===== config.mk =====
export PLATFORM = sky130hd
export DESIGN_NAME = cpu_control
export DESIGN_NICKNAME = d
export VERILOG_FILES = /design/src/rtl/cpu_pkg.sv /design/src/rtl/cpu_control_reg_file.sv /design/src/rtl/cpu_control.sv
export SDC_FILE = /design/constraint.sdc
export NUM_CORES = 1
export LEC_CHECK = 0
export CORE_MARGIN = 10
export CORE_UTILIZATION = 42
export DETAILED_ROUTE_END_ITERATION = 6
export GPL_TIMING_DRIVEN = 0
export HOLD_SLACK_MARGIN = 0.03
export PLACE_DENSITY = 0.68
export SETUP_SLACK_MARGIN = 0.15
export SYNTH_ARGS = -nofsm -noshare
export SYNTH_HDL_FRONTEND = slang
export SYNTH_SLANG_ARGS = --single-unit

===== constraint.sdc =====
create_clock -name clk -period 3.1 [get_ports clk]
set_input_delay 0.775 -clock clk [delete_from_list [all_inputs] [get_ports clk]]
set_output_delay 0.775 -clock clk [all_outputs]
set_load 0.02 [all_outputs]

===== src/rtl/cpu_pkg.sv =====
// Shared encodings for the cpu_control sequencer: opcodes, R-type funcs, ALU ops,
// instruction field positions and the FSM state type.
package cpu_pkg;

  localparam logic [3:0] OP_RTYPE = 4'd0;
  localparam logic [3:0] OP_ADI   = 4'd1;
  localparam logic [3:0] OP_ORI   = 4'd2;
  localparam logic [3:0] OP_LHI   = 4'd3;
  localparam logic [3:0] OP_LWD   = 4'd4;
  localparam logic [3:0] OP_SWD   = 4'd5;
  localparam logic [3:0] OP_BNE   = 4'd6;
  localparam logic [3:0] OP_BEQ   = 4'd7;
  localparam logic [3:0] OP_BGZ   = 4'd8;
  localparam logic [3:0] OP_BLZ   = 4'd9;
  localparam logic [3:0] OP_JMP   = 4'd10;
  localparam logic [3:0] OP_HLT   = 4'd15;

  localparam logic [5:0] FUNC_ADD = 6'd0;
  localparam logic [5:0] FUNC_SUB = 6'd1;
  localparam logic [5:0] FUNC_AND = 6'd2;
  localparam logic [5:0] FUNC_ORR = 6'd3;
  localparam logic [5:0] FUNC_NOT = 6'd4;
  localparam logic [5:0] FUNC_TCP = 6'd5;
  localparam logic [5:0] FUNC_SHL = 6'd6;
  localparam logic [5:0] FUNC_SHR = 6'd7;

  localparam logic [3:0] ALU_ADD = 4'd0;
  localparam logic [3:0] ALU_SUB = 4'd1;
  localparam logic [3:0] ALU_AND = 4'd2;
  localparam logic [3:0] ALU_ORR = 4'd3;
  localparam logic [3:0] ALU_NOT = 4'd4;
  localparam logic [3:0] ALU_TCP = 4'd5;
  localparam logic [3:0] ALU_SHL = 4'd6;
  localparam logic [3:0] ALU_SHR = 4'd7;
  localparam logic [3:0] ALU_LHI = 4'd8;
  localparam logic [3:0] ALU_BNE = 4'd9;
  localparam logic [3:0] ALU_BEQ = 4'd10;
  localparam logic [3:0] ALU_BGZ = 4'd11;
  localparam logic [3:0] ALU_BLZ = 4'd12;

  localparam int unsigned RS_MSB   = 11;
  localparam int unsigned RS_LSB   = 10;
  localparam int unsigned RT_MSB   = 9;
  localparam int unsigned RT_LSB   = 8;
  localparam int unsigned RD_MSB   = 7;
  localparam int unsigned RD_LSB   = 6;
  localparam int unsigned IMM8_MSB = 7;
  localparam int unsigned IMM8_LSB = 0;

  typedef enum logic [2:0] {
    S_IF,
    S_ID,
    S_EX,
    S_MEM,
    S_WB,
    S_HALT
  } state_e;

  function automatic logic [15:0] sext8(input logic [7:0] v);
    return {{8{v[7]}}, v};
  endfunction

endpackage


===== src/rtl/cpu_control_reg_file.sv =====
// 4 x 16-bit register file: two asynchronous read ports, one synchronous write port.
module reg_file
  import cpu_pkg::*;
(
  input  logic        clk_i,
  input  logic        rst_ni,
  input  logic [1:0]  ra_addr_i,
  output logic [15:0] ra_data_o,
  input  logic [1:0]  rb_addr_i,
  output logic [15:0] rb_data_o,
  input  logic        we_i,
  input  logic [1:0]  wa_i,
  input  logic [15:0] wd_i
);

  logic [15:0] regs_q [4];

  always_ff @(posedge clk_i or negedge rst_ni) begin
    if (!rst_ni) begin
      for (int unsigned i = 0; i < 4; i++) regs_q[i] <= '0;
    end else if (we_i) begin
      regs_q[wa_i] <= wd_i;
    end
  end

  assign ra_data_o = regs_q[ra_addr_i];
  assign rb_data_o = regs_q[rb_addr_i];

endmodule


===== src/rtl/cpu_control.sv =====
// Multi-cycle IF/ID/EX/MEM/WB sequencer driving an external 16-bit ALU.
// Optional retired-instruction counter enabled by CPU_CTRL_PERF_EN.
module cpu_control
  import cpu_pkg::*;
#(
  parameter logic [15:0] RESET_PC = 16'h0000
) (
  input  logic        clk,
  input  logic        reset_n,
  output logic        mem_req,
  output logic        mem_we,
  output logic [15:0] mem_addr,
  output logic [15:0] mem_wdata,
  input  logic [15:0] mem_rdata,
  input  logic        mem_ack,
  output logic [15:0] alu_a,
  output logic [15:0] alu_b,
  output logic [3:0]  alu_op,
  input  logic [15:0] alu_c,
  input  logic        alu_bcond,
  output logic [15:0] pc,
  output logic        halted,
  output logic        illegal,
  output logic [15:0] num_inst
);

  state_e      state_q;
  logic [15:0] pc_q, ir_q, wb_data_q;
  logic [15:0] mem_addr_q, mem_wdata_q, alu_a_q, alu_b_q;
  logic        mem_req_q, mem_we_q, halted_q, illegal_q;
  logic [3:0]  alu_op_q;

  logic [3:0]  opcode;
  logic [1:0]  rs, rt, rd, wa;
  logic [5:0]  func;
  logic [7:0]  imm8;
  logic [15:0] imm_sext, imm_zext, rs_val, rt_val;
  logic [15:0] pc_inc, br_next, jmp_target;
  logic        is_branch, is_mem, rf_we;

  assign opcode     = ir_q[15:12];
  assign rs         = ir_q[RS_MSB:RS_LSB];
  assign rt         = ir_q[RT_MSB:RT_LSB];
  assign rd         = ir_q[RD_MSB:RD_LSB];
  assign func       = ir_q[5:0];
  assign imm8       = ir_q[IMM8_MSB:IMM8_LSB];
  assign imm_sext   = sext8(imm8);
  assign imm_zext   = {8'h00, imm8};
  assign pc_inc     = pc_q + 16'd1;
  assign br_next    = alu_bcond ? (pc_inc + imm_sext) : pc_inc;
  assign jmp_target = {pc_q[15:12], ir_q[11:0]};
  assign is_branch  = (opcode inside {OP_BNE, OP_BEQ, OP_BGZ, OP_BLZ});
  assign is_mem     = (opcode == OP_LWD) || (opcode == OP_SWD);
  assign wa         = (opcode == OP_RTYPE) ? rd : rt;
  assign rf_we      = (state_q == S_WB);

  reg_file u_rf (
    .clk_i     (clk),
    .rst_ni    (reset_n),
    .ra_addr_i (rs),
    .ra_data_o (rs_val),
    .rb_addr_i (rt),
    .rb_data_o (rt_val),
    .we_i      (rf_we),
    .wa_i      (wa),
    .wd_i      (wb_data_q)
  );

  always_ff @(posedge clk or negedge reset_n) begin
    if (!reset_n) begin
      state_q     <= S_IF;
      pc_q        <= RESET_PC;
      ir_q        <= '0;
      wb_data_q   <= '0;
      mem_req_q   <= 1'b0;
      mem_we_q    <= 1'b0;
      mem_addr_q  <= '0;
      mem_wdata_q <= '0;
      alu_a_q     <= '0;
      alu_b_q     <= '0;
      alu_op_q    <= '0;
      halted_q    <= 1'b0;
      illegal_q   <= 1'b0;
    end else begin
      case (state_q)
        // Only the first fetch after reset needs this extra request cycle;
        // every other path into IF raises the request on the way in.
        S_IF: begin
          if (!mem_req_q) begin
            mem_req_q  <= 1'b1;
            mem_we_q   <= 1'b0;
            mem_addr_q <= pc_q;
          end else if (mem_ack) begin
            ir_q      <= mem_rdata;
            mem_req_q <= 1'b0;
            state_q   <= S_ID;
          end
        end
        S_ID: begin
          case (opcode)
            OP_RTYPE: begin
              if (func > FUNC_SHR) begin
                halted_q  <= 1'b1;
                illegal_q <= 1'b1;
                state_q   <= S_HALT;
              end else begin
                alu_a_q  <= rs_val;
                alu_b_q  <= rt_val;
                alu_op_q <= func[3:0];
                state_q  <= S_EX;
              end
            end
            OP_ADI, OP_LWD, OP_SWD: begin
              alu_a_q  <= rs_val;
              alu_b_q  <= imm_sext;
              alu_op_q <= ALU_ADD;
              state_q  <= S_EX;
            end
            OP_ORI: begin
              alu_a_q  <= rs_val;
              alu_b_q  <= imm_zext;
              alu_op_q <= ALU_ORR;
              state_q  <= S_EX;
            end
            OP_LHI: begin
              alu_a_q  <= '0;
              alu_b_q  <= imm_zext;
              alu_op_q <= ALU_LHI;
              state_q  <= S_EX;
            end
            // Branch opcodes 6..9 map onto ALU ops 9..12 in order.
            OP_BNE, OP_BEQ, OP_BGZ, OP_BLZ: begin
              alu_a_q  <= rs_val;
              alu_b_q  <= rt_val;
              alu_op_q <= opcode + 4'd3;
              state_q  <= S_EX;
            end
            OP_JMP: begin
              pc_q       <= jmp_target;
              mem_req_q  <= 1'b1;
              mem_we_q   <= 1'b0;
              mem_addr_q <= jmp_target;
              state_q    <= S_IF;
            end
            OP_HLT: begin
              halted_q <= 1'b1;
              state_q  <= S_HALT;
            end
            default: begin
              halted_q  <= 1'b1;
              illegal_q <= 1'b1;
              state_q   <= S_HALT;
            end
          endcase
        end
        S_EX: begin
          if (is_mem) begin
            mem_req_q   <= 1'b1;
            mem_we_q    <= (opcode == OP_SWD);
            mem_addr_q  <= alu_c;
            mem_wdata_q <= rt_val;
            state_q     <= S_MEM;
          end else begin
            alu_a_q  <= '0;
            alu_b_q  <= '0;
            alu_op_q <= '0;
            if (is_branch) begin
              pc_q       <= br_next;
              mem_req_q  <= 1'b1;
              mem_we_q   <= 1'b0;
              mem_addr_q <= br_next;
              state_q    <= S_IF;
            end else begin
              wb_data_q <= alu_c;
              state_q   <= S_WB;
            end
          end
        end
        S_MEM: begin
          if (mem_ack) begin
            alu_a_q  <= '0;
            alu_b_q  <= '0;
            alu_op_q <= '0;
            mem_we_q <= 1'b0;
            if (opcode == OP_LWD) begin
              wb_data_q <= mem_rdata;
              mem_req_q <= 1'b0;
              state_q   <= S_WB;
            end else begin
              pc_q       <= pc_inc;
              mem_addr_q <= pc_inc;
              state_q    <= S_IF;
            end
          end
        end
        S_WB: begin
          pc_q       <= pc_inc;
          mem_req_q  <= 1'b1;
          mem_we_q   <= 1'b0;
          mem_addr_q <= pc_inc;
          state_q    <= S_IF;
        end
        S_HALT: ;
        default: state_q <= S_HALT;
      endcase
    end
  end

`ifdef CPU_CTRL_PERF_EN
  logic        retire;
  logic [15:0] num_inst_q;

  always_comb begin
    retire = (state_q == S_WB)
          || (state_q == S_EX  && is_branch)
          || (state_q == S_MEM && mem_ack && opcode == OP_SWD)
          || (state_q == S_ID  && (opcode == OP_JMP || opcode == OP_HLT));
  end

  always_ff @(posedge clk or negedge reset_n) begin
    if (!reset_n)    num_inst_q <= '0;
    else if (retire) num_inst_q <= num_inst_q + 16'd1;
  end

  assign num_inst = num_inst_q;
`else
  assign num_inst = '0;
`endif

  assign mem_req   = mem_req_q;
  assign mem_we    = mem_we_q;
  assign mem_addr  = mem_addr_q;
  assign mem_wdata = mem_wdata_q;
  assign alu_a     = alu_a_q;
  assign alu_b     = alu_b_q;
  assign alu_op    = alu_op_q;
  assign pc        = pc_q;
  assign halted    = halted_q;
  assign illegal   = illegal_q;

endmodule


Word level (Yosys, flattened, before mapping)
Cells that the tools add are included.

storage, ports and cells
  flip-flop bits (word level) = 187
  bits of input ports = 36
  output and inout bits = 104
  logic and storage cells = 161

cells by class
  add/subtract/negate cells = 3
  $lt $le $gt $ge = 5
  equality and inequality tests = 32
  mux-type cells = 65
  bitwise operators = 7
  reduce and logical (&&, ||, !) cells = 31

operators with widths
  cell                                            number
  2-to-1 mux 16 bit                               21
  case mux 16 bit (3 select lines)                3
  case mux 16 bit (4 select lines)                2
  case mux 16 bit (5 select lines)                1
  binary-select mux 16 bit (select 2 bit)         2
  bitwise mux 64 bit                              1
  demux 16 bit (select 2 bit)                     1
  case mux 16 bit (2 select lines)                1
  AND reduction 5 bit                             6
  2-to-1 mux 3 bit                                7
  inequality test 2 bit (second input constant)   10
  case mux 4 bit (5 select lines)                 1
  case mux 3 bit (6 select lines)                 1
  AND reduction 6 bit                             3
  adder 16 x 1 -> 16 bit (second input constant)  1
  adder 16 bit                                    1
  == test 4 x 3 -> 1 bit (second input constant)  4
  == test 4 bit (second input constant)           4
  2-to-1 mux 1 bit                                13
  2-to-1 mux 12 bit                               1
  2-to-1 mux 4 bit                                3
  case mux 4 bit (3 select lines)                 1
  OR reduction 11 bit                             1
  case mux 1 bit (5 select lines)                 2
  other kinds (36)                                52

Logic depth before layout (Yosys ltp)
Gate-level depths: netlist (run 1).

  word-level depth = 8
  depth in mapped cells = 13
  mapped depth without buffers = 13

Hierarchy
Synthesis (run 1) repeated with hierarchy kept, for this count alone.

unflattened totals
  cell total of the unflattened synthesis = 1,063
  area, all modules = 11,202.0 sq um

by module, submodules not included
  module       times used  cells each  area an instance (sq um)  seq. area each (sq um)
  cpu_control  1           887         8,027.7                   3,078.0
  reg_file     1           176         3,174.3                   1,601.5

Worst setup path after synthesis (run 1)
No wires, ideal clock.

  path kind = reg2reg
  start = register pc_q[1], in the netlist pc[1]
  end = register pc_q[15], in the netlist pc[15]
  library setup time = 0.129 ns
  arrival time = 3.264 ns
  setup slack = -0.294 ns
  cell stages (with the launch flop) = 14
  buffers on the path = 1
  period minus slack after synthesis = 3.394 ns
  path through = dfrtp_1 > ha_1 > nand4_1 > or4_4 > xnor2_1 > ha_1 > clkbuf_1 > and3_1 > nor2b_1 > nand2_1 > o211ai_1 > mux2i_1 > xor2_1 > o21ai_0

on the way
  longest elaborated chain between the ends = 6

ends and longest elaborated chain
  item                                  RTL line            text
  from (decl)                           cpu_control.sv:28   logic [15:0] pc_q, ir_q, wb_data_q;
  from (signal assigned)                cpu_control.sv:139  pc_q <= jmp_target;
  from (signal assigned)                cpu_control.sv:168  pc_q <= br_next;
  from (signal assigned)                cpu_control.sv:190  pc_q <= pc_inc;
  adder 16 x 1 -> 16 bit (*)            cpu_control.sv:49   assign pc_inc = pc_q + 16'd1;
  adder 16 bit                          cpu_control.sv:50   assign br_next = alu_bcond ? (pc_inc + imm_sext) : pc_inc;
  2-to-1 mux 16 bit                     cpu_control.sv:50
  2-to-1 mux 16 bit                     cpu_control.sv:167  if (is_branch) begin
  2-to-1 mux 16 bit                     cpu_control.sv:157  if (is_mem) begin
  case mux 16 bit (4 select lines) (*)  cpu_control.sv:85   case (state_q)

Mark *: on every way between the ends. The rest lies on a longest branch, timed or not. The select of a mux whose other input is x is not followed.
A chain may end at the register's enable or synchronous reset.

Worst setup path in the final report (run 1)
  start = register pc_q[8], in the netlist pc[8]
  end = register pc_q[14], in the netlist pc[14]

Same word-level chain as after synthesis.

==> results_dict.tcl, run 1 <==
set metrics [dict create \
    synth_edf_count 0 \
    cts_root_buf "clkbuf_16" \
    grt_use_total_pct 22.4 \
    wl_met3_microns 2580 \
    grt_pass1_vias 9986 \
    critPathSlowestCell "or4_4" \
    final_common_cell "dfrtp_1" \
    utilization_pct 55.3 \
    finalClockSkew_ns 0.0161 \
    synthTopCellsByArea "dfrtp_1 (42%), mux2_2 (9.8%), mux4_2 (6.5%)" \
    dieArea_sq_um 33300 \
    overflow 0 \
    crit_fanout 5 \
    cts_hold_buffers 0 \
    synth_seq_cells 187 \
    max_freq_mhz 311 \
    switching_share_pct 46.8 \
    cts_tree "built" \
    tightest_slew_ns 1.14 \
    ys_warn_count 0 \
    routed.top_layer "met4" \
    final_cell_mix "dfrtp_1 (175), nand2_1 (146), clkdlybuf4s50_1 (121)" \
    die_width_microns 182 \
    synth.distinct_cells 79 \
    rr_worst_depth 15 \
    peakVddDrop_v 0.000633 \
    violations "negative setup slack" \
    viasPerCell 5.93 \
    internal_power_mw 10.1 \
    worstSetupEndpointType "flop" \
    cap_violations 0 \
    setup_violations 8 \
    r2r_start "pc[8]$_DFFE_PN0P_" \
    fin_crit_sh_pct 104 \
    wirelength_microns 38400 \
    p_total_mw 19.0 \
    p_switching_mw 8.91 \
    gp_congestion 0.963 \
    final_area_sq_um 14400 \
    dpl_cell_area_sq_um 13000 \
    power_frac_seq_pct 24.5 \
    drive_above_1_share_pct 27.3 \
    rr_endpoint "pc[14]$_DFFE_PN0P_" \
    h-tree-depth 4 \
    clkTransAtPathRegs_ns 0.09 \
    routedWlPerCell_microns 23.2 \
    critical-path-top-delay-family "simple AND/OR/NAND/NOR gates" \
    grt_pass1_wl_microns 58700 \
    holdCritPathClass "primary input to async pin" \
    met2_wirelength_microns 18900 \
    netlist_area_sq_um 11100 \
    combinationalPowerShare_pct 63.7 \
    synth.avg_cell_area_sq_um 10.1 \
    synthFlopType "dfrtp_1" \
    drv_slew 0 \
    worstSetupStartpointType "flop" \
    synthArstFlopShare_pct 100 \
    final.setup.tns_ns -0.605 \
    leakage_nw 6.02 \
    worstPathArrival_ns 3.58 \
    core_area_sq_um 26000 \
    power_density_nw_per_um2 1320 \
    setup_slack_ns -0.120 \
    clock_latency_ns 0.45 \
    crit_buf_inv 4 \
    critPathKind "flop to flop" \
    diodes 0 \
    drtPass1Iterations 5 \
    synthCells 1099 \
    yosysSeqAreaShare_pct 42.2 \
    areaGrowthSynthToFinish_pct 29.8 \
    status "finished, violations left" \
    relSlewSlack_pct 24.0 \
    cp.required_ns 3.46 \
    io_pins 140 \
    rrSetupSlack_ns -0.12 \
    cts_sinks 187 \
    hold_viol_final 0 \
    hpwl_microns 27900 \
    ant_nets 0 \
    max_stage_delay_ns 0.53 \
    drtIter0Drc 833 \
    synth_top_cell_area_share_pct 42.2 \
    antenna_found_initial 0 \
    cts.path.max_buffers 2 \
    die_h_microns 182 \
    drc_errors 0 \
    crit_chain "buf_8 > nand4_1 > buf_4 > or4_4 > xnor2_2 > ha_1 > clkbuf_8 > and3_4 > buf_4 > nand3_1 > o32ai_2 > a211oi_2 > xnor2_2 > o221ai_2 > a31oi_1" \
    rsz0062_at_grt "yes" \
    fin_crit_ns 3.22 \
    synth_area_leader_cell "dfrtp_1" \
    port_buffers 122 \
    vias 9814 \
    wl_met1_microns 15800 \
    initial_core_util_pct 42.7 \
    clkPwrFrac_pct 11.7 \
    cts_buffers 17 \
    grt_max_degree 113 \
    num_rows 59 \
    cp.depth 15 \
    nets 1367 \
]
## cell families after synthesis
family | count (synthesis) | share of synthesized area [%]
multiplexers | 149 | 18.2
adder cells (fa/ha/maj) | 23 | 2.66
flip-flops | 187 | 42.2
other | 1 | 0.0338
AO/OA/AOI/OAI | 284 | 16.7
XOR/XNOR | 26 | 2.05
AND/OR/NAND/NOR | 321 | 13.2
buffers and inverters | 108 | 4.99
## routing by layer
metal	up-vias	global-route usage, %
met5	-	0
met4	0	8.79
met3	78	4.57
met2	412	37.6
met1	4911	27.7
li1	4413	-
## power by group through the flow
stage	clock network (mW)	registers, mW	logic (mW)
floorplan	0	4.79	7.07
global placement	0	4.57	10.6
detailed placement	0	4.64	10.8
CTS	2.24	4.63	11.4
global route	2.35	4.81	13.0
finish	2.23	4.67	12.1
## worst register-to-register path: stages, from the launching register on
cell and delay, ns:
dfrtp_2 0.38, buf_8 0.11, nand4_1 0.08, buf_4 0.16
or4_4 0.53, xnor2_2 0.16, ha_1 0.29, clkbuf_8 0.15
and3_4 0.17, buf_4 0.14, nand3_1 0.09, o32ai_2 0.09
a211oi_2 0.27, xnor2_2 0.16, o221ai_2 0.14, a31oi_1 0.20
## how the worst max path moves through the flow
| stage | start | endpoint | slack [ns] |
|---|---|---|---|
| after floorplan | pc[7]$_DFFE_PN0P_ | pc[15]$_DFFE_PN0P_ | 0.08 |
| after global placement | reset_n | pc[8]$_DFFE_PN0P_ | -7.31 |
| after detailed placement | pc[1]$_DFFE_PN0P_ | pc[15]$_DFFE_PN0P_ | -0.43 |
| after CTS | pc[0]$_DFFE_PN0P_ | mem_addr[15]$_DFFE_PN0P_ | -0.15 |
| after global routing | pc[8]$_DFFE_PN0P_ | pc[15]$_DFFE_PN0P_ | -0.25 |
| final | pc[8]$_DFFE_PN0P_ | pc[14]$_DFFE_PN0P_ | -0.12 |
## final cells by class
type	instances	area, sq um
Fill cell	2295	11600
Multi-Input combinational cell	819	6390
Sequential cell	187	4690
Timing Repair Buffer	175	1650
Buffer	93	573
Clock buffer	18	439
Tap cell	335	419
Clock inverter	14	156
Inverter	15	56.3
## state kept, by name, indices dropped and copies added, names as in the netlist
| signal | flops |
|---|---|
| alu_a | 16 |
| u_rf.regs_q | 64 |
| alu_b | 16 |
| mem_we | 1 |
| alu_op | 4 |
| mem_wdata | 16 |
| mem_addr | 16 |
| state_q | 3 |
| pc | 16 |
| halted | 1 |
| illegal | 1 |
| ir_q | 16 |
| mem_req | 1 |
| wb_data_q | 16 |
## metrics by stage
stage / instances / worst slack, ns / hold WS, ns
after global routing: 1656 / -0.250 / 0.348
after global placement: 1571 / -7.31 / 0.440
after detailed placement: 1572 / -0.432 / 0.443
after CTS: 1633 / -0.146 / 0.341
final: 1656 / -0.120 / 0.287
after floorplan: 1114 / 0.0802 / 0.479
## cell usage after synthesis (all sizes together), types with 5 or more instances
| master | n |
|---|---|
| xor2 | 7 |
| nor2 | 88 |
| a221oi | 7 |
| dfrtp | 187 |
| o31ai | 6 |
| a21oi | 49 |
| o21ai | 95 |
| nor3 | 9 |
| mux4 | 32 |
| nand2b | 7 |
| nor3b | 5 |
| inv | 13 |
| nor4 | 6 |
| or2 | 6 |
| a211oi | 18 |
| nand3 | 15 |
| a222oi | 5 |
| ha | 22 |
| a31oi | 30 |
| nor2b | 10 |
| mux2 | 96 |
| o22ai | 13 |
| buf | 54 |
| clkbuf | 39 |
| nand2 | 149 |
| mux2i | 21 |
| a21o | 14 |
| o211ai | 5 |
| xnor2 | 19 |
## what timing repair did
item / CTS / global route
pin swaps: 22 / 28
setup endpoints to repair: 55 / 105
gates cloned: 0 / 0
buffers inserted: 29 / 23
gates resized for setup: 51 / 43
(Power assumes the default switching activity.)
==> inputs of run 2 (changes only) <==
PLACE_DENSITY = 0.65   (was 0.68)
SKIP_LAST_GASP = 1   (was not set)
clock period = 3.5 ns   (was 3.1 ns; I/O delays follow)
==> run 2 against run 1 <==
Compared with the run above:
- the flow now finishes without violations
- core utilization decreased by 1.5 points
- clock power fell by 3%
- clock skew grew 0.00069 ns
- combinational power down 17%
- register-to-register slack improved by 0.27 ns
- via count decreased by 3.6%
- critical endpoint is now pc[11]$_DFFE_PN0P_
- highest routed layer unchanged
==> results_dict.tcl, run 2 (same netlist as run 1, synthesis figures left out) <==
set metrics [dict create \
    status "finished, final reports clean" \
    critPathKind "flop to flop" \
    clkTransAtPathRegs_ns 0.09 \
    grt_max_degree 103 \
    relSlewSlack_pct 35.3 \
    drc_errors 0 \
    grt_pass1_wl_microns 57000 \
    dieArea_sq_um 33300 \
    worstSetupEndpointType "flop" \
    port_buffers 122 \
    cap_violations 0 \
    antenna_found_initial 0 \
    crit_chain "inv_1 > ha_1 > or2_2 > a2bb2oi_1 > o21ai_0 > o211ai_1 > buf_2 > a21oi_1 > o22ai_1" \
    largest_reg_flops 64 \
    rsz0062_at_grt "yes" \
    worstPathArrival_ns 3.71 \
    nets 1333 \
    worstSetupStartpointType "flop" \
    crit_fanout 10 \
    cp.required_ns 3.86 \
    vias 9457 \
    final_area_sq_um 14000 \
    viasPerCell 5.83 \
    holdCritPathClass "flop to flop" \
    setup_violations 0 \
    crit_buf_inv 2 \
    grt_pass1_vias 9525 \
    ant_nets 0 \
    critPathSlowestCell "o211ai_1" \
    cts_root_buf "clkbuf_16" \
    hold_viol_final 0 \
    fin_crit_sh_pct 95.7 \
    drive_above_1_share_pct 23.5 \
    leakage_nw 5.85 \
    stdcell_count 1622 \
    io_pins 140 \
    h-tree-depth 4 \
    drtIter0Drc 886 \
    final_cell_mix "dfrtp_1 (182), nand2_1 (145), clkdlybuf4s50_1 (121)" \
    tightest_slew_ns 0.966 \
    diodes 0 \
    initial_core_util_pct 42.7 \
    numPlacedInstances 1572 \
    nFillCells 2355 \
    overflow 0 \
    drv_slew 0 \
    top_register "u_rf.regs_q" \
    power_density_nw_per_um2 1160 \
    die_width_microns 182 \
    final_common_cell "dfrtp_1" \
    cts_tree "built" \
    drtPass1Iterations 5 \
    finalClockSkew_ns 0.0167 \
    num_rows 59 \
    wirelength_microns 36800 \
    peakVddDrop_v 0.000530 \
    rrSetupSlack_ns 0.15 \
    cts_buffers 17 \
    grt_use_total_pct 21.7 \
    routedWlPerCell_microns 22.7 \
    dpl_cell_area_sq_um 12800 \
    die_h_microns 182 \
    cts_sinks 187 \
    max_stage_delay_ns 0.60 \
    areaGrowthSynthToFinish_pct 26.3 \
    utilization_pct 53.9 \
    clock_latency_ns 0.45 \
    hpwl_microns 27500 \
    cts_hold_buffers 0 \
    critical-path-top-delay-family "compound AO/OA/AOI/OAI gates" \
    fin_crit_ns 3.35 \
    cts.path.max_buffers 2 \
    max_freq_mhz 298 \
    core_area_sq_um 26000 \
    gp_congestion 0.955 \
]
[run 2: path summary, 6_finish.rpt]
check / cells past startpoint / start / end
max: 9 / ir_q[12]$_DFFE_PN0P_ / pc[11]$_DFFE_PN0P_
min: 1 / halted$_DFFE_PN0P_ / halted$_DFFE_PN0P_
max reg2reg: 9 / ir_q[12]$_DFFE_PN0P_ / pc[11]$_DFFE_PN0P_
min reg2reg: 1 / halted$_DFFE_PN0P_ / halted$_DFFE_PN0P_
max in group asynchronous: 2 / reset_n / pc[10]$_DFFE_PN0P_
min in group asynchronous: 1 / reset_n / mem_wdata[2]$_DFFE_PN0P_
[run 2: area by class of cell]
| type | instances | area, sq um | share of cell area, % |
|---|---|---|---|
| tap | 335 | 419 | 3.00 |
| sequential | 187 | 4690 | 33.5 |
| multi-input combinational | 819 | 6250 | 44.7 |
| clock buffer | 17 | 425 | 3.04 |
| inverter | 15 | 56.3 | 0.402 |
| buffer | 93 | 539 | 3.85 |
| clock inverter | 15 | 228 | 1.63 |
| timing repair buffer | 141 | 1390 | 9.92 |
[run 2: per-layer routing]
metal  wire length (microns)  global-route usage (%)  up-vias
met5                       0                       0        -
met2                   18100                    37.0      366
met3                    2480                    4.47       61
li1                        -                       -     4339
met4                     862                    5.69        0
met1                   15400                    27.5     4691
[run 2: repair_timing]
item	in CTS	in global routing
endpoints found under the setup margin	18	16
pin swaps	8	26
setup buffers	9	9
resized for setup	38	56
[run 2: metrics by stage]
step | total power [mW] | TNS (ns) | hold WS (ns) | worst slack, ns
finish | 16.3 | 0 | 0.467 | 0.150
global route | 17.3 | 0 | 0.505 | 0.0819
CTS | 15.8 | 0 | 0.470 | 0.137
detailed placement | 13.4 | -4.72 | 0.454 | -0.485
global placement | 13.2 | -1192.42 | 0.450 | -7.08
floorplan | 10.3 | 0 | 0.491 | 0.161
[run 2: power breakdown]
group          internal [mW]  switching (mW)
clock                   1.17           0.993
combinational           4.38            5.61
sequential              3.17           0.945
total                   8.71            7.55
==> inputs of run 3 (changes only) <==
CAP_MARGIN = 5   (was not set)
==> results of run 3 <==
Final layout, timing and power as in run 2 (identical DEF).
